## src/rtl/pet2001keys_uart_if.sv

```systemverilog
// Keyboard-matrix and UART-TX signal bundle for pet2001keys_uart.
// master: the scanner side (drives rows, sends bytes).
// slave:  the board/UART side (drives columns and busy).
interface pet2001keys_uart_if;
  logic [3:0] keyrow;
  logic [7:0] keycol;
  logic [7:0] tx_data;
  logic       tx_strobe;
  logic       tx_busy;

  modport master (
    output keyrow,
    output tx_data,
    output tx_strobe,
    input  keycol,
    input  tx_busy
  );

  modport slave (
    input  keyrow,
    input  tx_data,
    input  tx_strobe,
    output keycol,
    output tx_busy
  );
endinterface

```

## src/rtl/pet2001keys_uart.sv

```systemverilog
// PET 2001 keyboard-matrix scanner feeding a UART transmitter.
// Rows 0..9 are driven for SCAN_CYCLES each and the active-low columns are
// sampled on the last cycle of the row. Two consecutive pressed samples make
// a key stable; only the lowest new key per row sample emits an ASCII byte,
// which goes through a FIFO_DEPTH-entry queue to a strobe/busy TX handshake.
// Optional macro PET2001_KEYS_SHIFT_EN: while a shift key is held, letters
// become lowercase and the 1/2/3 keys give ! " #.
module pet2001keys_uart #(
  parameter int SCAN_CYCLES = 5000,
  parameter int FIFO_DEPTH  = 4
) (
  input  logic               clk,
  input  logic               reset,
  pet2001keys_uart_if.master bus
);
  localparam int            TW   = $clog2(SCAN_CYCLES);
  localparam logic [TW-1:0] LAST = TW'(SCAN_CYCLES - 1);
  localparam int            PW   = $clog2(FIFO_DEPTH);
  localparam logic [PW:0]   FULL = (PW + 1)'(FIFO_DEPTH);

  // ASCII codes of one matrix row, column 0 in the top byte; 0x00 = no character.
  function automatic logic [63:0] row_map(input logic [3:0] row);
    case (row)
      4'd0:    row_map = 64'h21_23_25_26_28_5F_00_00;
      4'd1:    row_map = 64'h22_24_27_5C_29_00_00_08;
      4'd2:    row_map = 64'h51_45_54_55_4F_5E_37_39;
      4'd3:    row_map = 64'h57_52_59_49_50_00_38_2F;
      4'd4:    row_map = 64'h41_44_47_4A_4C_00_34_36;
      4'd5:    row_map = 64'h53_46_48_4B_3A_00_35_2A;
      4'd6:    row_map = 64'h5A_43_42_4D_3B_0D_31_33;
      4'd7:    row_map = 64'h58_56_4E_2C_3F_00_32_2B;
      4'd8:    row_map = 64'h00_40_5D_00_3E_00_30_2D;
      4'd9:    row_map = 64'h00_5B_20_3C_00_00_2E_3D;
      default: row_map = 64'h0;
    endcase
  endfunction

  logic [TW-1:0] r_timer;
  logic [3:0]    r_row;
  logic [7:0]    r_prev   [10];
  logic [7:0]    r_stable [10];
  logic          r_ev_vld;
  logic [7:0]    r_ev_code;
  logic [7:0]    r_mem    [FIFO_DEPTH];
  logic [PW-1:0] r_wptr;
  logic [PW-1:0] r_rptr;
  logic [PW:0]   r_count;
  logic [7:0]    r_tx_data;
  logic          r_tx_strobe;

  logic          w_sample;
  logic [7:0]    w_now;
  logic [7:0]    w_cand;
  logic [7:0]    w_pick;
  logic [2:0]    w_col;
  logic [63:0]   w_rowmap;
  logic [7:0]    w_code;
  logic          w_hit;
  logic          w_pop;
  logic          w_push;

  // Sample decode: candidate keys, lowest new key, its translated code.
  always_comb begin
    w_sample = (r_timer == LAST);
    w_now    = ~bus.keycol;
    w_cand   = w_now & r_prev[r_row] & ~r_stable[r_row];
    w_pick   = w_cand & (~w_cand + 8'd1);
    w_col    = 3'd0;
    for (int i = 7; i >= 0; i--) begin
      if (w_cand[i]) w_col = 3'(i);
    end
    w_rowmap = row_map(r_row);
    w_code   = w_rowmap[63 - 8*int'(w_col) -: 8];
`ifdef PET2001_KEYS_SHIFT_EN
    // Shift state is the debounced state before this sample is applied.
    if (r_stable[8][0] | r_stable[8][5]) begin
      if (w_code >= 8'h41 && w_code <= 8'h5A) w_code = w_code + 8'h20;
      else if ({r_row, w_col} == {4'd6, 3'd6}) w_code = 8'h21;
      else if ({r_row, w_col} == {4'd7, 3'd6}) w_code = 8'h22;
      else if ({r_row, w_col} == {4'd6, 3'd7}) w_code = 8'h23;
    end
`endif
    w_hit    = w_sample && (w_cand != 8'd0) && (w_code != 8'd0);
    w_pop    = (r_count != '0) && !bus.tx_busy && !r_tx_strobe;
    w_push   = r_ev_vld && ((r_count != FULL) || w_pop);
  end

  // Row timer and row select, wrapping 9 -> 0.
  always_ff @(posedge clk or negedge reset) begin
    if (!reset) begin
      r_timer <= '0;
      r_row   <= 4'd0;
    end else if (w_sample) begin
      r_timer <= '0;
      r_row   <= (r_row == 4'd9) ? 4'd0 : r_row + 4'd1;
    end else begin
      r_timer <= r_timer + TW'(1);
    end
  end

  // Per-key debounce: press needs two pressed samples, release two released.
  always_ff @(posedge clk or negedge reset) begin
    if (!reset) begin
      for (int i = 0; i < 10; i++) begin
        r_prev[i]   <= 8'd0;
        r_stable[i] <= 8'd0;
      end
    end else if (w_sample) begin
      r_prev[r_row]   <= w_now;
      r_stable[r_row] <= (r_stable[r_row] & ~(~w_now & ~r_prev[r_row])) | w_pick;
    end
  end

  // Translation register: the event enqueues one cycle after the sample.
  always_ff @(posedge clk or negedge reset) begin
    if (!reset) r_ev_vld <= 1'b0;
    else        r_ev_vld <= w_hit;
  end

  // Translated byte travels alongside r_ev_vld.
  always_ff @(posedge clk) begin
    if (w_hit) r_ev_code <= w_code;
  end

  // FIFO pointers and occupancy; a full FIFO drops the new byte unless popping.
  always_ff @(posedge clk or negedge reset) begin
    if (!reset) begin
      r_wptr  <= '0;
      r_rptr  <= '0;
      r_count <= '0;
    end else begin
      if (w_push) r_wptr <= r_wptr + PW'(1);
      if (w_pop)  r_rptr <= r_rptr + PW'(1);
      case ({w_push, w_pop})
        2'b10:   r_count <= r_count + (PW + 1)'(1);
        2'b01:   r_count <= r_count - (PW + 1)'(1);
        default: r_count <= r_count;
      endcase
    end
  end

  // FIFO storage.
  always_ff @(posedge clk) begin
    if (w_push) r_mem[r_wptr] <= r_ev_code;
  end

  // TX handshake: one-cycle strobe, never back to back; data held until next strobe.
  always_ff @(posedge clk or negedge reset) begin
    if (!reset) begin
      r_tx_strobe <= 1'b0;
      r_tx_data   <= 8'h00;
    end else begin
      r_tx_strobe <= w_pop;
      if (w_pop) r_tx_data <= r_mem[r_rptr];
    end
  end

  assign bus.keyrow    = r_row;
  assign bus.tx_data   = r_tx_data;
  assign bus.tx_strobe = r_tx_strobe;
endmodule

```

## src/flat_wrapper.sv

```systemverilog
// flat-port wrapper written by rule: the top's interface ports become plain ports
module pet2001keys_uart_flat 
#(
  parameter int SCAN_CYCLES = 5000,
  parameter int FIFO_DEPTH  = 4
)
  (clk, reset, bus_keyrow, bus_tx_data, bus_tx_strobe, bus_keycol, bus_tx_busy);
  pet2001keys_uart_if bus_i ();
  input  logic clk;
  input  logic reset;
  output wire logic [$bits(bus_i.keyrow)-1:0] bus_keyrow;
  output wire logic [$bits(bus_i.tx_data)-1:0] bus_tx_data;
  output wire logic [$bits(bus_i.tx_strobe)-1:0] bus_tx_strobe;
  input wire logic [$bits(bus_i.keycol)-1:0] bus_keycol;
  input wire logic [$bits(bus_i.tx_busy)-1:0] bus_tx_busy;
  assign bus_keyrow = bus_i.keyrow;
  assign bus_tx_data = bus_i.tx_data;
  assign bus_tx_strobe = bus_i.tx_strobe;
  assign bus_i.keycol = bus_keycol;
  assign bus_i.tx_busy = bus_tx_busy;
  pet2001keys_uart #(.SCAN_CYCLES(SCAN_CYCLES), .FIFO_DEPTH(FIFO_DEPTH)) u_core (.clk(clk), .reset(reset), .bus(bus_i));
endmodule
```

## config.mk

```make
export PLATFORM = sky130hd
export DESIGN_NAME = pet2001keys_uart_flat
export DESIGN_NICKNAME = d
export VERILOG_FILES = /design/src/rtl/pet2001keys_uart_if.sv /design/src/rtl/pet2001keys_uart.sv /design/src/flat_wrapper.sv
export SDC_FILE = /design/constraint.sdc
export NUM_CORES = 1
export LEC_CHECK = 0
export ABC_AREA = 1
export CAP_MARGIN = 5
export CORE_MARGIN = 2
export CORE_UTILIZATION = 50
export DETAILED_ROUTE_END_ITERATION = 10
export DONT_BUFFER_PORTS = 1
export PLACE_DENSITY = 0.63
export SLEW_MARGIN = 20
export SYNTH_ARGS = -nofsm -noshare
export SYNTH_HDL_FRONTEND = slang
export SYNTH_SLANG_ARGS = --single-unit
```

## constraint.sdc

```tcl
create_clock -name clk -period 8.1 [get_ports clk]
set_clock_uncertainty 0.1 [all_clocks]
set_input_delay 2.43 -clock clk [delete_from_list [all_inputs] [get_ports clk]]
set_output_delay 2.43 -clock clk [all_outputs]
set_load 0.05 [all_outputs]
```

## Yosys cells after proc, flatten, opt, wreduce, memory -nomap -nowiden

Memories as Yosys holds them, arrays and structs flattened. A register that Yosys moved wholly into a read port is not among the register bits.
Index checks and enable logic that the tools add are counted.
Widths: inputs -> output; s select.

- Memories kept: 2
- RAM bits: 32
- ROM bits: 848
- Register bits: 194

- Equal/unequal tests: 5
- Bitwise gates (word level): 13
- Shift-type cells: 1
- Add/sub/neg operators: 8
- $lt $le $gt $ge: 2
- Reductions and logical operators: 14
- Multiplexer cells: 23

Memories:

| memory | words | bits a word | read ports | clocked after Yosys merged registers in | wr ports | RTL line | text |
|---|---|---|---|---|---|---|---|
| (no name shown) | 16 | 53 | 1 | 0 | 0 | pet2001keys_uart.sv:23 | `case (row)` |
| u_core.r_mem | 4 | 8 | 1 | 1 | 1 | pet2001keys_uart.sv:44 | `logic [7:0] r_mem [FIFO_DEPTH];` |

Operators with widths:

| cell | number |
|---|---|
| $bwmux 80 | 2 |
| $shiftx 71x32->8 | 1 |
| $bmux 8 s4 | 2 |
| $not 8->8 | 6 |
| $and 8x8->8 | 5 |
| $mux 8 | 5 |
| $demux 8 s4 | 1 |
| $mux 3 | 8 |
| $reduce_bool 8->1 | 2 |
| $add 13x1->13 const B | 1 |
| $eq 13x13->1 const B | 1 |
| $mux 13 | 1 |
| $add 8x1->8 const B | 1 |
| $or 8x8->8 | 1 |
| $sub 6x6->7 const A | 1 |
| $logic_and 1x1->1 | 6 |
| $pmux 3 s2 | 1 |
| $ge 5x5->1 const B | 1 |
| $lt 5x1->1 const B | 1 |
| $not 4->5 | 1 |
| $add 2x1->2 const B | 2 |
| $add 4x1->4 const B | 1 |
| $eq 4x4->1 const B | 1 |
| $mux 4 | 1 |
| other kinds (10) | 13 |

## Depth between registers and ports, before layout

Gate-level depths: netlist of the first run.

- Depth after elaboration: 18
- Mapped depth: 26
- Gate-level depth less buffers: 23

## Worst setup path before layout of the first run

Ideal clock, no wire load.

- Kind: input -> register
- Start point: in bus_keycol[7]
- End point: reg u_core.r_ev_code[0], enable pin
- Setup time: 0.366 ns
- Setup slack: 3.567 ns
- Arrival time: 4.067 ns
- Cell stages on the path: 18
- Cells stage by stage: inv_1 nand3_1 nor2_1 inv_1 nand2_2 nand2_1 nand2_2 nand2_1 buf_6 nor2_2 nand2_1 nand3_1 nand2_1 nand2_1 nor2_1 nand2_1 nor2_1 nor2_1

- Cells in the longest elaborated chain, start to end: 15

Ends and longest elaborated chain:

| what | RTL line | text |
|---|---|---|
| start, declared | flat_wrapper.sv:14 | `input wire logic [$bits(bus_i.keycol)-1:0] bus_keycol;` |
| $not 8->8 | pet2001keys_uart.sv:65 | `w_now = ~bus.keycol;` |
| $and 8x8->8 (2 in series) | pet2001keys_uart.sv:66 | `w_cand = w_now & r_prev[r_row] & ~r_stable[r_row];` |
| $mux 3 (8 in series) | pet2001keys_uart.sv:70 | `if (w_cand[i]) w_col = 3'(i);` |
| $sub 6x6->7 | pet2001keys_uart.sv:73 | `w_code = w_rowmap[63 - 8*int'(w_col) -: 8];` |
| $shiftx 71x32->8 | pet2001keys_uart.sv:73 |  |
| named net u_core.w_code[5] | pet2001keys_uart.sv:57 | `logic [7:0] w_code;` |
| $reduce_bool 8->1 | pet2001keys_uart.sv:83 | `w_hit = w_sample && (w_cand != 8'd0) && (w_code != 8'd0);` |
| $logic_and 1x1->1 | pet2001keys_uart.sv:83 |  |
| named net u_core.w_hit | pet2001keys_uart.sv:58 | `logic w_hit;` |
| end signal, assigned | pet2001keys_uart.sv:122 | `if (w_hit) r_ev_code <= w_code;` |
| end, declared | pet2001keys_uart.sv:43 | `logic [7:0] r_ev_code;` |

The timed path passes the listed nets, and every way through them passes these cells.
A chain may end at the register's enable or synchronous reset.

## Worst setup path in the final report of the first run

- Start point: reg u_core.r_row[0], in the netlist u_core.bus.keyrow[0]
- End point: reg u_core.r_ev_code[6], enable pin

- Cells in the longest elaborated chain, start to end: 18

Ends and longest elaborated chain:

| what | RTL line | text |
|---|---|---|
| start, declared | pet2001keys_uart.sv:39 | `logic [3:0] r_row;` |
| start signal, assigned | pet2001keys_uart.sv:95 | `r_row <= (r_row == 4'd9) ? 4'd0 : r_row + 4'd1;` |
| $not 4->5 (not written as such) | pet2001keys_uart.sv:66 |  |
| $bmux 8 s4 | pet2001keys_uart.sv:66 |  |
| $mux 8 (not written as such) (2 in series) | pet2001keys_uart.sv:66 |  |
| $and 8x8->8 or $not 8->8 (tied branches) | pet2001keys_uart.sv:66 |  |
| $and 8x8->8 | pet2001keys_uart.sv:66 |  |
| $mux 3 (8 in series) | pet2001keys_uart.sv:70 |  |
| $sub 6x6->7 | pet2001keys_uart.sv:73 |  |
| $shiftx 71x32->8 (*) | pet2001keys_uart.sv:73 |  |
| named net u_core.w_code[6] | pet2001keys_uart.sv:57 |  |
| $reduce_bool 8->1 (*) | pet2001keys_uart.sv:83 |  |
| $logic_and 1x1->1 (*) | pet2001keys_uart.sv:83 |  |
| named net u_core.w_hit | pet2001keys_uart.sv:58 |  |

Mark *: on every way through the listed nets, which the timed path passes. The rest lies on a longest branch. The select of a mux whose other input is x is not followed.

==> results.py, run 1 <==
metrics = {
    "cts": {
        "cts_tree": "done",
        "clockRootBuffer": "clkbuf_16",
        "cts_setup_buffers": 0,
        "clk_pin_slew_ps": 60,
        "ctsResizeCount": 0,
        "holdBufCountCts": 0,
        "clockBufferDepth": 3,
        "cts_made_buffers": 26,
        "clkSinkCount": 228,
        "clock_latency_ps": 550,
        "cts_max_level": 1,
    },
    "logic_synthesis": {
        "synth_xor_area_share_pct": 0.673,
        "ys_ff_latch": 228,
        "synth_top_cell_by_area": "dfrtp_1",
        "syn_area_sq_mm": 0.0117,
        "synthAdderAreaFrac_pct": 1.56,
        "synth_area_leaders": "dfrtp_1, nand2_1, edfxtp_1",
        "yosys_most_used_dff": "dfrtp_1",
        "synth_top_area_share_pct": 41.2,
        "synth_edf_count": 35,
        "syn_avg_cell_area_sq_um": 7.92,
        "syn_nets": 1504,
        "synth_cells": 1479,
        "yosys.area_share.simple_pct": 25.4,
        "synth.distinct_cells": 47,
        "synth_compound_area_share_pct": 12.6,
        "synth.area.mux_share_pct": 1.07,
        "synth_top_family_by_area": "simple AND/OR/NAND/NOR gates",
        "synth-async-reset-ratio_pct": 84.6,
        "ys_warn_count": 0,
        "yosysSeqAreaShare_pct": 50.2,
    },
    "worst_setup_path": {
        "critical_path.cell_chain": "buf_4, nand2_1, nand3_1, nand2_1, nor2_1, nor2_1, nor2_1, nand3_2, nand2_1, nand3_1, nand2_2, nand2_2, nor3_1, nor2_1, nand2_1, nor2_1, nand2_1, nor2_1, nor2_1",
        "reg2regPathDepth": 19,
        "path_max_fanout": 87,
        "required_ps": 8180,
        "arrival_ps": 4950,
        "crit_path_end_kind": "flip-flop",
        "cp_num_buf_inv": 1,
        "crit_family": "simple AND/OR/NAND/NOR gates",
        "path_common_cell": "nor2_1",
        "path_depth": 19,
        "slowest_delay_ps": 810,
        "r2r_slack_ps": 3230,
        "critPathCapture": "u_core.r_ev_code[6]",
        "critPathKind": "reg2reg",
        "r2r-end": "u_core.r_ev_code[6]",
        "crit_slowest_cell": "buf_4",
        "timing.rr.start": "u_core.bus.keyrow[0]",
        "start_kind": "flip-flop",
        "crit_start": "u_core.bus.keyrow[0]",
    },
    "grt": {
        "first_global_vias": 8831,
        "grt_antenna_before_repair": 0,
        "grt_overflow": 0,
        "grt_use_total_pct": 24.9,
        "grt_start_max_net_pins": 194,
        "grt_pass1_wl_um": 47800,
    },
    "timing": {
        "max_freq_mhz": 205,
        "setup_tns_ps": 0,
        "setup_viol": 0,
        "worst_pin_slew_ps": 1070,
        "fin_crit_sh_pct": 60.1,
        "fin_crit_ps": 4870,
        "grt_setup_unrepaired": "no",
        "final_hold_viol_count": 0,
        "whs_ps": 375,
        "slew_viol_final": 0,
        "slew_headroom_pct": 28.6,
    },
    "drt": {
        "vias": 9441,
        "ant_nets": 0,
        "vias_per_cell": 5.28,
        "drt-initial-drc-count": 806,
        "drt_pass1_iterations": 5,
        "drt_wl_total_um": 29600,
        "post_drt_wl_per_cell_um": 16.6,
        "drc": 0,
    },
    "run": {
        "cap_viol_max_count": 0,
    },
    "placed_design": {
        "placed_cells": 1742,
        "placed_area_sq_mm": 0.0119,
        "dp_hpwl_um": 18700,
        "routabilityCongestion": 0.931,
        "port_buffers": 0,
    },
    "die": {
        "rows": 56,
        "io_pins": 24,
        "die_y_um": 157,
        "start_util_pct": 50.4,
        "coreArea_sq_mm": 0.0233,
        "die_width_um": 157,
        "dieArea_sq_mm": 0.0247,
    },
    "finish": {
        "nets": 1476,
        "multi_input_area_sq_mm": 0.00485,
        "synthToLayoutAreaGrowth_pct": 8.69,
        "diodes": 0,
        "final_util_pct": 54.7,
        "drive_gt1_share_pct": 7.89,
        "stdcell_count": 1789,
        "final_cell_area_sq_mm": 0.0127,
        "nFillCells": 2255,
        "seq_area_sq_mm": 0.00588,
    },
    "run_status": {
        "status": "complete, no violations",
    },
    "min_path": {
        "min_path_type": "reg2reg",
        "hp-start": "u_core.r_count[0]",
    },
    "pwr": {
        "p_leak_nw": 6.13,
        "power_density_mw_per_mm2": 204,
        "peakVddDrop_mv": 0.165,
    },
}
-- where the power goes --
group	switching, mW	internal (mW)
registers	0.103	1.19
logic	0.0826	0.0492
clock network	0.467	0.704
-- metal layers --
| metal | wire [um] | global-route usage, % | vias to the layer above |
|---|---|---|---|
| li1 | - | - | 4683 |
| met1 | 13200 | 34.5 | 4430 |
| met2 | 13800 | 40.5 | 267 |
| met3 | 1750 | 3.44 | 61 |
| met4 | 862 | 8.53 | 0 |
| met5 | 0 | 0 | - |
-- cells in the final DEF (no fill, tap or decap), types with 7 or more instances in the layout --
master and n:
a21oi_1 45, buf_4 11, clkbuf_1 7, clkbuf_16 26, clkbuf_8 9, dfrtp_1 192
edfxtp_1 35, ha_1 13, inv_1 154, inv_2 12, mux2i_1 8, nand2_1 397
nand2_2 11, nand3_1 85, nor2_1 155, nor2_2 7, nor3_1 7, o211ai_1 11
o21ai_0 175, o21ai_1 25, o22ai_1 11, xor2_1 9
-- logic make-up (layout without fill, tap and decap cells) --
logic type,after synthesis,count (layout)
simple gates,697,697
compound gates,279,279
buf+inv,239,230
flops,228,228
fa+ha+maj,14,14
mux,12,12
xor+xnor,9,9
other cells,1,1
-- sequential cells by signal, indices dropped and copies added, names as in the netlist, 2 cells and up --
register and flops:
u_core.bus.keyrow 4, u_core.r_timer 13, u_core.r_count 3, u_core.r_stable 80, u_core.r_wptr 2, u_core.r_ev_code 7, u_core.r_mem 28, u_core.r_prev 80
u_core.bus.tx_data 7, u_core.r_rptr 2
-- area by class of cell --
type,instances,share of cell area (%)
Sequential cell,228,46.2
Multi-Input combinational cell,1012,38.1
Clock buffer,42,6.29
Inverter,172,5.10
Tap cell,319,3.13
Timing Repair Buffer,11,0.649
Clock inverter,5,0.482
-- synth_stat cells, types with 3 or more instances --
cell	n
a21oi_1	45
buf_2	17
buf_4	6
buf_6	6
clkbuf_1	37
clkinv_1	4
dfrtp_1	193
edfxtp_1	35
ha_1	13
inv_1	155
inv_2	11
mux2_2	4
mux2i_1	8
nand2_1	397
nand2_2	11
nand2_4	3
nand3_1	85
nand3_2	5
nand3b_1	4
nand4_1	5
nor2_1	155
nor2_2	7
nor2_4	6
nor2_8	3
nor3_1	8
o211ai_1	11
o21ai_0	175
o21ai_1	25
o21ai_2	4
o22ai_1	11
or2_2	5
xor2_1	9
-- how the worst min path moves through the flow --
stage / end / cells past startpoint
global route: u_core.r_count[0] / 1
detailed placement: u_core.r_stable[65] / 2
floorplan: u_core.r_count[0] / 1
global placement: u_core.r_count[0] / 1
finish: u_core.r_count[0] / 1
CTS: u_core.r_stable[65] / 2
-- per-stage QoR --
| step | worst slack (ps) | power, mW |
|---|---|---|
| final | 3230 | 2.60 |
| after global routing | 2780 | 2.71 |
| after CTS | 3260 | 2.63 |
| after detailed placement | 2760 | 1.45 |
| after global placement | 2850 | 1.45 |
| after floorplan | 3570 | 1.42 |
Note: power is estimated with default switching activity, not from simulation.
==> run 2: changes to the inputs <==
--- a/config.mk
+++ b/config.mk
@@ -11,7 +11,7 @@
 export CORE_UTILIZATION = 50
 export DETAILED_ROUTE_END_ITERATION = 10
 export DONT_BUFFER_PORTS = 1
-export PLACE_DENSITY = 0.63
+export PLACE_DENSITY = 0.66
 export SLEW_MARGIN = 20
 export SYNTH_ARGS = -nofsm -noshare
 export SYNTH_HDL_FRONTEND = slang
==> constraint.sdc (replaced) <==
create_clock -name clk -period 4.2 [get_ports clk]
set_clock_uncertainty 0.1 [all_clocks]
set_input_delay 1.26 -clock clk [delete_from_list [all_inputs] [get_ports clk]]
set_output_delay 1.26 -clock clk [all_outputs]
set_load 0.05 [all_outputs]
==> results.py, run 2 (synthesis results as in run 1) <==
metrics = {
    "cts": {
        "cts_made_buffers": 26,
        "cts_setup_buffers": 0,
        "clock_latency_ps": 540,
        "cts_tree": "done",
        "cts_max_level": 1,
        "clockBufferDepth": 3,
        "clkSinkCount": 228,
        "clk_pin_slew_ps": 60,
        "ctsResizeCount": 0,
        "clockRootBuffer": "clkbuf_16",
        "holdBufCountCts": 0,
    },
    "pwr": {
        "p_sw_mw": 1.29,
        "p_sw_share_pct": 25.7,
        "power_density_mw_per_mm2": 389,
        "pwr-share-clk_pct": 45.1,
        "peakVddDrop_mv": 0.311,
        "internal_power_mw": 3.74,
        "pwr-share-comb_pct": 5.2,
        "p_leak_nw": 6.23,
        "seqPwrFrac_pct": 49.7,
    },
    "grt": {
        "grt_pass1_wl_um": 49700,
        "top_usage_layer": "met2",
        "grtUsageMet1_pct": 35.2,
        "grt_util_met3_pct": 3.44,
        "grt_start_max_net_pins": 194,
        "first_global_vias": 9344,
        "grt_use_total_pct": 25.5,
        "grt_overflow": 0,
        "use_met2_pct": 40.9,
        "grt_antenna_before_repair": 0,
    },
    "finish": {
        "largestRegisters": "u_core.r_prev (80), u_core.r_stable (80), u_core.r_mem (28)",
        "synthToLayoutAreaGrowth_pct": 10.4,
        "drive_gt1_share_pct": 9.58,
        "nets": 1498,
        "layout_commonest_cell": "nand2_1",
        "diodes": 0,
        "most-common-layout-cells": "nand2_1, dfrtp_1, o21ai_0",
        "nFillCells": 2196,
    },
    "worst_setup_path": {
        "slowest_delay_ps": 500,
        "cp_num_buf_inv": 6,
        "arrival_ps": 3860,
        "crit_family": "simple AND/OR/NAND/NOR gates",
        "r2r_slack_ps": 430,
        "path_max_fanout": 20,
        "path_common_cell": "nand2_1",
        "start_kind": "flip-flop",
        "crit_path_end_kind": "flip-flop",
        "critical_path.cell_chain": "inv_2, nand2_4, nor2_8, inv_2, buf_4, nor2_1, nor2_2, nand3_2, inv_1, nand2_1, nand3_1, nand2_2, buf_4, nand3_1, nand2_1, inv_1, nand2_1, nand3_1, nand2_1, nor2_1, nand2_1, nor2_1, nor2_2",
        "crit_slowest_cell": "dfrtp_1",
        "critPathKind": "reg2reg",
        "required_ps": 4300,
        "timing.rr.start": "u_core.bus.keyrow[2]",
        "r2r-end": "u_core.r_ev_code[4]",
        "reg2regPathDepth": 23,
    },
    "drt": {
        "post_drt_wl_per_cell_um": 16.8,
        "ant_nets": 0,
        "drt_pass1_iterations": 7,
        "drt_wl_total_um": 30400,
        "vias": 9624,
        "drc": 0,
        "vias_per_cell": 5.31,
        "drt-initial-drc-count": 837,
    },
    "die": {
        "io_pins": 24,
        "rows": 56,
        "die_width_um": 157,
        "start_util_pct": 50.4,
        "coreArea_sq_mm": 0.0233,
        "dieArea_sq_mm": 0.0247,
        "die_y_um": 157,
    },
    "timing": {
        "slew_viol_final": 0,
        "fin_crit_ps": 3770,
        "setup_viol": 0,
        "max_freq_mhz": 265,
        "fin_crit_sh_pct": 89.7,
        "grt_setup_unrepaired": "no",
        "slew_headroom_pct": 29.1,
        "setup_tns_ps": 0,
        "whs_ps": 324,
        "setup_ws_ps": 433,
        "final_hold_viol_count": 0,
        "worst_pin_slew_ps": 1060,
    },
    "min_path": {
        "min_path_type": "in2async",
    },
    "placed_design": {
        "post-place-ws_ps": 284,
        "dp_hpwl_um": 19700,
        "routabilityCongestion": 0.913,
        "port_buffers": 0,
    },
    "run_status": {
        "status": "complete, no violations",
    },
    "run": {
        "cap_viol_max_count": 0,
    },
}
run 2: changes by cell type in the layout (fill, tap and decap cells not counted), sizes merged:
cell | before | now
bufinv | 1 | 2
inv | 167 | 168
clkinv | 9 | 14
clkinvlp | 0 | 2
clkbuf | 42 | 34
buf | 11 | 33
run 2: power groups by stage:
| stage | Sequential [mW] | Clock [mW] | Combinational, mW |
|---|---|---|---|
| 2_1_floorplan | 2.51 | 0 | 0.229 |
| 3_3_place_gp | 2.54 | 0 | 0.257 |
| 3_5_place_dp | 2.54 | 0 | 0.263 |
| 4_1_cts | 2.50 | 2.31 | 0.265 |
| 5_1_grt | 2.51 | 2.40 | 0.305 |
| 6_report | 2.50 | 2.26 | 0.262 |
run 2: area by class of cell:
type,instances,area (sq um),share of cell area [%]
clock buffer,34,721,5.57
clock inverter,14,141,1.09
inverter,172,649,5.02
multi-input combinational,1012,4850,37.5
sequential,228,5880,45.5
tap,319,399,3.09
timing repair buffer,33,285,2.21
run 2: worst max-delay path by stage:
stage	startpoint	endpoint	slack, ps	depth (start not counted)
3_5_place_dp	u_core.bus.keyrow[2]	u_core.r_ev_code[3]	280	23
3_3_place_gp	u_core.bus.keyrow[1]	u_core.r_ev_code[3]	320	22
5_1_grt	u_core.bus.keyrow[2]	u_core.r_ev_code[3]	90	23
2_1_floorplan	u_core.bus.keyrow[0]	u_core.r_ev_code[0]	710	24
4_1_cts	u_core.bus.keyrow[1]	u_core.r_ev_code[2]	230	22
6_report	u_core.bus.keyrow[2]	u_core.r_ev_code[4]	430	23
run 2: stage by stage:
stage | total power, mW | std cells | utilization, % | cell area [sq um]
2_1_floorplan | 2.74 | 1479 | - | 11700
3_3_place_gp | 2.80 | 1764 | 51.9 | 12100
3_5_place_dp | 2.81 | 1764 | 51.9 | 12100
4_1_cts | 5.07 | 1812 | 55.6 | 12900
5_1_grt | 5.22 | 1812 | 55.6 | 12900
6_report | 5.03 | 1812 | 55.6 | 12900
run 2: routing by layer:
metal / wire length, um / vias up
li1: - / 4720
met2: 14000 / 292
met5: 0 / -
met3: 1820 / 73
met1: 13400 / 4539
met4: 1140 / 0
run 2: worst register-to-register path, cell delays in order, from the launching register on:
cell and delay, ps:
dfrtp_1 500, inv_2 300, nand2_4 200, nor2_8 130, inv_2 100, buf_4 200
nor2_1 210, nor2_2 80, nand3_2 90, inv_1 50, nand2_1 90, nand3_1 110
nand2_2 90, buf_4 240, nand3_1 170, nand2_1 100, inv_1 40, nand2_1 50
nand3_1 60, nand2_1 90, nor2_1 40, nand2_1 50, nor2_1 50, nor2_2 310
==> run 3: changes to the inputs <==
--- a/config.mk
+++ b/config.mk
@@ -5,13 +5,13 @@
 export SDC_FILE = /design/constraint.sdc
 export NUM_CORES = 1
 export LEC_CHECK = 0
-export ABC_AREA = 1
 export CAP_MARGIN = 5
 export CORE_MARGIN = 2
 export CORE_UTILIZATION = 50
 export DETAILED_ROUTE_END_ITERATION = 10
 export DONT_BUFFER_PORTS = 1
 export PLACE_DENSITY = 0.66
+export SKIP_LAST_GASP = 1
 export SLEW_MARGIN = 20
 export SYNTH_ARGS = -nofsm -noshare
 export SYNTH_HDL_FRONTEND = slang
==> results.py, run 3 <==
metrics = {
    "drt": {
        "drc": 0,
        "wirelength_met1_um": 12900,
        "wl_met2_um": 12500,
        "post_drt_wl_per_cell_um": 19.0,
        "drt_pass1_iterations": 5,
        "top_layer": "met4",
        "drt_wl_total_um": 27600,
        "ant_nets": 0,
        "vias": 8352,
        "route.met3.wl_um": 1500,
        "vias_per_cell": 5.75,
        "drt-initial-drc-count": 640,
    },
    "timing": {
        "final_hold_viol_count": 0,
        "fin_crit_sh_pct": 99.4,
        "worst_pin_slew_ps": 787,
        "setup_viol": 0,
        "grt_setup_unrepaired": "yes",
        "whs_ps": 332,
        "slew_headroom_pct": 47.5,
        "slew_viol_final": 0,
        "max_freq_mhz": 240,
        "fin_crit_ps": 4170,
    },
    "finish": {
        "drive_gt1_share_pct": 15.9,
        "largestRegisters": "u_core.r_prev (80), u_core.r_stable (80), u_core.r_mem (28)",
        "nets": 1182,
        "seq_area_sq_mm": 0.00589,
        "multi_input_area_sq_mm": 0.00499,
        "most-common-layout-cells": "nand2_1, dfrtp_1, o21ai_0",
        "final_cell_area_sq_mm": 0.0130,
        "synthToLayoutAreaGrowth_pct": 15.6,
        "diodes": 0,
        "nFillCells": 1822,
        "layout_commonest_cell": "nand2_1",
    },
    "grt": {
        "grt_overflow": 0,
        "grt_pass1_wl_um": 43800,
        "grt_antenna_before_repair": 0,
        "grt_start_max_net_pins": 194,
        "grt_use_total_pct": 23.3,
        "first_global_vias": 8060,
    },
    "die": {
        "coreArea_sq_mm": 0.0220,
        "die_y_um": 154,
        "start_util_pct": 51.1,
        "io_pins": 24,
        "rows": 54,
        "dieArea_sq_mm": 0.0237,
        "die_width_um": 154,
    },
    "logic_synthesis": {
        "synth_edf_count": 35,
        "yosys_most_used_dff": "dfrtp_1",
        "syn_area_sq_mm": 0.0112,
        "ys_top_cells_by_count": "nand2_1, dfrtp_1, o21ai_0",
        "synth_cells": 1115,
        "syn_avg_cell_area_sq_um": 10.1,
        "synth_top_cell_by_area": "dfrtp_1",
        "synth-async-reset-ratio_pct": 84.6,
        "ys_warn_count": 0,
        "yosysSeqAreaShare_pct": 52.4,
        "synth_area_leaders": "dfrtp_1, edfxtp_1, o21ai_0",
        "yosysMostFrequentCell": "nand2_1",
        "syn_nets": 1140,
        "synth_top_area_share_pct": 43.0,
        "synth.distinct_cells": 76,
        "ys_ff_latch": 228,
    },
    "pwr": {
        "internal_power_mw": 3.66,
        "pwr-share-clk_pct": 44.0,
        "peakVddDrop_mv": 0.275,
        "p_sw_mw": 1.16,
        "power_density_mw_per_mm2": 372,
        "p_sw_share_pct": 24.1,
        "p_total_mw": 4.82,
        "seqPwrFrac_pct": 52.0,
        "pwr-share-comb_pct": 4.0,
        "p_leak_nw": 5.53,
    },
    "cts": {
        "cts_tree": "done",
        "clk_pin_slew_ps": 60,
        "clock_latency_ps": 540,
        "clockRootBuffer": "clkbuf_16",
        "holdBufCountCts": 0,
        "cts_made_buffers": 25,
        "clkSinkCount": 228,
        "cts_max_level": 1,
        "clockBufferDepth": 3,
    },
    "placed_design": {
        "dp_hpwl_um": 17500,
        "routabilityCongestion": 0.895,
        "placed_area_sq_mm": 0.0118,
        "port_buffers": 0,
    },
    "worst_setup_path": {
        "start_kind": "flip-flop",
        "critPathKind": "reg2reg",
        "required_ps": 4340,
        "arrival_ps": 4320,
        "crit_slowest_cell": "dfrtp_4",
        "critical_path.cell_chain": "buf_12, buf_12, mux2i_1, o22a_1, a21oi_1, o211ai_1, a311o_2, o22ai_4, buf_6, buf_6, nor3_2, a211o_1, or4_4, o31a_1",
        "r2r_slack_ps": 30,
        "slowest_delay_ps": 560,
        "crit_path_end_kind": "flip-flop",
        "path_max_fanout": 8,
    },
    "min_path": {
        "min_path_type": "in2async",
    },
    "run": {
        "cap_viol_max_count": 0,
    },
    "run_status": {
        "status": "complete, no violations",
    },
}
## run 3: cells by family (layout without fill, tap and decap cells)
family          count (synthesis)  after routing  synth area share (%)
compound gates                331            332                  17.7
simple gates                  322            322                  12.1
flops                         228            228                  52.4
mux                           103            103                  10.4
buf+inv                        98            155                  4.24
xor+xnor                       17             17                  1.33
fa+ha+maj                      15             15                  1.72
other cells                     1              1                0.0334
## run 3: per-stage QoR
| step | setup TNS, ps | cells | setup WS (ps) | utilization, % |
|---|---|---|---|---|
| global route | -630 | 1453 | -92.0 | 59.1 |
| global placement | -1140 | 1391 | -157 | 53.9 |
| detailed placement | -1260 | 1391 | -172 | 53.9 |
| finish | 0 | 1453 | 27.2 | 59.1 |
| CTS | 0 | 1435 | 50.6 | 57.5 |
| floorplan | 0 | 1115 | 88.4 | - |
## run 3: worst max-delay path: cells and delay by family, from the launching register on
family / cells / cell delay (ps)
buffers and inverters: 4 / 560
AND/OR/NAND/NOR: 2 / 580
flip-flops: 1 / 560
AO/OA/AOI/OAI: 7 / 1950
multiplexers: 1 / 120
## run 3: timing repair
item,4_1_cts,5_1_grt
buffers inserted,1,15
cloned,0,3
pin swaps,1,16
gates resized for setup,2,28
endpoints found under the setup margin,8,8
## run 3: area by class of cell
class | count | area share, %
Sequential cell | 228 | 45.4
Multi-Input combinational cell | 790 | 38.5
Timing Repair Buffer | 96 | 6.87
Clock buffer | 34 | 5.39
Tap cell | 280 | 2.70
Clock inverter | 9 | 0.704
Inverter | 16 | 0.463
## run 3: path summary, 6_finish.rpt
| path | start | endpoint | cells after the start |
|---|---|---|---|
| worst min register to register | u_core.r_timer[0] | u_core.r_timer[0] | 1 |
| worst max register to register | u_core.bus.keyrow[0] | u_core.r_ev_code[1] | 14 |
| min in group clk | u_core.r_timer[0] | u_core.r_timer[0] | 1 |
| worst min-delay path | reset | u_core.r_timer[9] | 0 |
| worst max-delay path | u_core.bus.keyrow[0] | u_core.r_ev_code[1] | 14 |
| max in group asynchronous | reset | u_core.bus.keyrow[3] | 0 |
## run 3: per-layer routing
layer | track usage (%) | up-vias
met5 | 0 | -
met4 | 6.50 | 0
met3 | 2.73 | 47
met2 | 37.1 | 209
met1 | 34.2 | 4055
li1 | - | 4041
## run 3: power by group through the flow
stage	clock network (mW)	logic (mW)	registers [mW]
after floorplan	0	0.214	2.50
after global routing	2.24	0.218	2.52
after detailed placement	0	0.198	2.55
after global placement	0	0.190	2.55
final	2.12	0.195	2.50
after CTS	2.16	0.199	2.51
==> RTL edit: new RTL, flow settings as in run 3 <==
Add a define of `PET2001_KEYS_SHIFT_EN`.
--- a/src/rtl/pet2001keys_uart.sv
+++ b/src/rtl/pet2001keys_uart.sv
@@ -5,6 +5,8 @@
 // which goes through a FIFO_DEPTH-entry queue to a strobe/busy TX handshake.
 // Optional macro PET2001_KEYS_SHIFT_EN: while a shift key is held, letters
 // become lowercase and the 1/2/3 keys give ! " #.
+`define PET2001_KEYS_SHIFT_EN
+
 module pet2001keys_uart #(
   parameter int SCAN_CYCLES = 5000,
   parameter int FIFO_DEPTH  = 4
Function: no difference found for any inputs over 10 cycles, from zero or initial values and one cycle with reset low; that may be too few to reach the edited logic, so the function may still have changed.
==> RTL edit against run 3 <==
The flow now finishes with violations (setup timing); count of clock-buffer cells in the layout fell by 2; via count rose by 7.5%; cell area rose by 6.8%; wire length rose by 11%; synthesized area rose by 3.8%; final cell count rose by 8.4%; sequential cell count rose by 6; critical path type unchanged; setup slack got worse by 0.10 ns; hold slack barely moved; total power rose by 3.7%; global-route usage rose by 2.2 points; sequential share of layout area fell by 1.6 points.
==> RTL edit: results (changes against run 3) <==
fraction of the yosys area taken by sequential cells 0.5195 (was 0.5239); maximum number of pins on one net before global-route repair 195 (was 194); wire length on met3 1.467 mm (was 1.496 mm); number of violations reported at the end of detailed-routing iteration 0 819 (was 640); Post-Route WL 30.62 mm (was 27.62 mm); FF-to-FF path depth 17 (was 14); failing checks setup timing; first-pass GRT wire length 49.08 mm (was 43.82 mm); CP top delay family simple AND/OR/NAND/NOR gates (was compound AO/OA/AOI/OAI gates); slack of the critical path -0.07480 ns (was 0.02716 ns); share of synthesized registers carrying an async set or reset 0.8291 (was 0.8465); outcome finished, violations left (was finished clean); layout cells sized above 1 0.2092 (was 0.1586); Met1 Wirelength 13.67 mm (was 12.89 mm); leakage power of the design 0.005918 uW (was 0.005526 uW); number of enable-type register cells in the synthesized netlist 40 (was 35); DP HPWL 20.22 mm (was 17.51 mm); vias per cell 5.701 (was 5.748); setup repair bufs after CTS 4 (was 1); final routed DRC violation total 0 (unchanged); Worst Path Arrival 4.45 ns (was 4.32 ns); most area-consuming cells after synthesis sky130_fd_sc_hd__dfrtp_1, sky130_fd_sc_hd__edfxtp_1, sky130_fd_sc_hd__o21ai_0 (unchanged); switching power of the nets 1184 uW (was 1162 uW); GRT Resource Usage Total 0.2553 (was 0.2331); critical register-to-register path endpoint u_core.r_ev_code[6] (was u_core.r_ev_code[1]); routed length on met2 14.46 mm (was 12.51 mm); maximum ir drop on the vdd rail 0.4482 mV (was 0.2750 mV); number of gates given a new drive strength after cts 12 (was 2); slew of the pin with the lowest slew margin 0.7550 ns (was 0.7872 ns); number of fill cells in the layout 1941 (was 1822); distinct cell type count after synthesis 79 (was 76); leading post-synthesis cells by instance count sky130_fd_sc_hd__nand2_1, sky130_fd_sc_hd__o21ai_0, sky130_fd_sc_hd__dfrtp_1 (was sky130_fd_sc_hd__nand2_1, sky130_fd_sc_hd__dfrtp_1, sky130_fd_sc_hd__o21ai_0); Final nets 1268 (was 1182); setup-violating endpoint count in the final report 8 (was 0)
[RTL edit: changes by cell type in the layout (fill, tap and decap cells not counted), sizes merged, moves of 6 or more]
cell    delta
mux2i      -9
clkinv     +6
o21a      +10
o21ai     +16
o22ai     +12
o211ai     -6
nand3     +16
buf       +48
o221ai     +7
o21bai     -7
nand2     +11
nor2      -17
o22a      -13
[RTL edit: metrics by stage]
| step | setup slack [ns] | total power [uW] | cell area (sq um) | cells | setup TNS, ns |
|---|---|---|---|---|---|
| after floorplan | -0.1849 | 2764 | 11730 | 1158 | -1.646 |
| after global placement | -0.1165 | 2787 | 12710 | 1517 | -0.4061 |
| after detailed placement | -0.09976 | 2804 | 12710 | 1517 | -0.6076 |
| after CTS | -0.03864 | 5045 | 13640 | 1567 | -0.1287 |
| after global routing | -0.2302 | 5175 | 13860 | 1575 | -1.646 |
| final | -0.07480 | 4999 | 13860 | 1575 | -0.1987 |
[RTL edit: layout make-up]
| class | count | area, sq um | area share |
|---|---|---|---|
| Tap cell | 313 | 391.6 | 0.02826 |
| Clock buffer | 32 | 711.9 | 0.05138 |
| Sequential cell | 234 | 6063 | 0.4376 |
| Multi-Input combinational cell | 819 | 5259 | 0.3795 |
| Timing Repair Buffer | 143 | 1215 | 0.08768 |
| Inverter | 20 | 75.07 | 0.005418 |
| Clock inverter | 14 | 141.4 | 0.01020 |
[RTL edit: cell families after synthesis]
kind of cell,after synthesis,share of synthesized area
AO/OA/AOI/OAI,357,0.1869
AND/OR/NAND/NOR,332,0.1219
buffers and inverters,106,0.04906
flip-flops,234,0.5195
adder cells (fa/ha/maj),15,0.01653
XOR/XNOR,18,0.01353
multiplexers,96,0.09253
[RTL edit: worst max-delay path by stage]
stage                               from                  end  slack [ns]  cells past startpoint
CTS                 u_core.bus.keyrow[0]  u_core.r_ev_code[6]       -0.04                     16
global route        u_core.bus.keyrow[0]  u_core.r_ev_code[6]       -0.23                     15
floorplan           u_core.bus.keyrow[0]  u_core.r_ev_code[0]       -0.18                     21
global placement           bus_keycol[5]  u_core.r_ev_code[6]       -0.12                     11
detailed placement  u_core.bus.keyrow[0]  u_core.r_ev_code[6]        -0.1                     16
finish              u_core.bus.keyrow[0]  u_core.r_ev_code[6]       -0.07                     17
[RTL edit: routing by layer]
metal | vias up | track usage
li1 | 4316 | -
met1 | 4354 | 0.3460
met2 | 242 | 0.4231
met4 | 0 | 0.08257
met3 | 67 | 0.03877
met5 | - | 0
[RTL edit: power groups by stage]
stage / Clock, uW / Sequential, uW / Combinational [uW]
floorplan: 0 / 2550 / 209
global placement: 0 / 2610 / 182
detailed placement: 0 / 2610 / 195
CTS: 2280 / 2570 / 196
global route: 2390 / 2580 / 210
finish: 2240 / 2560 / 193
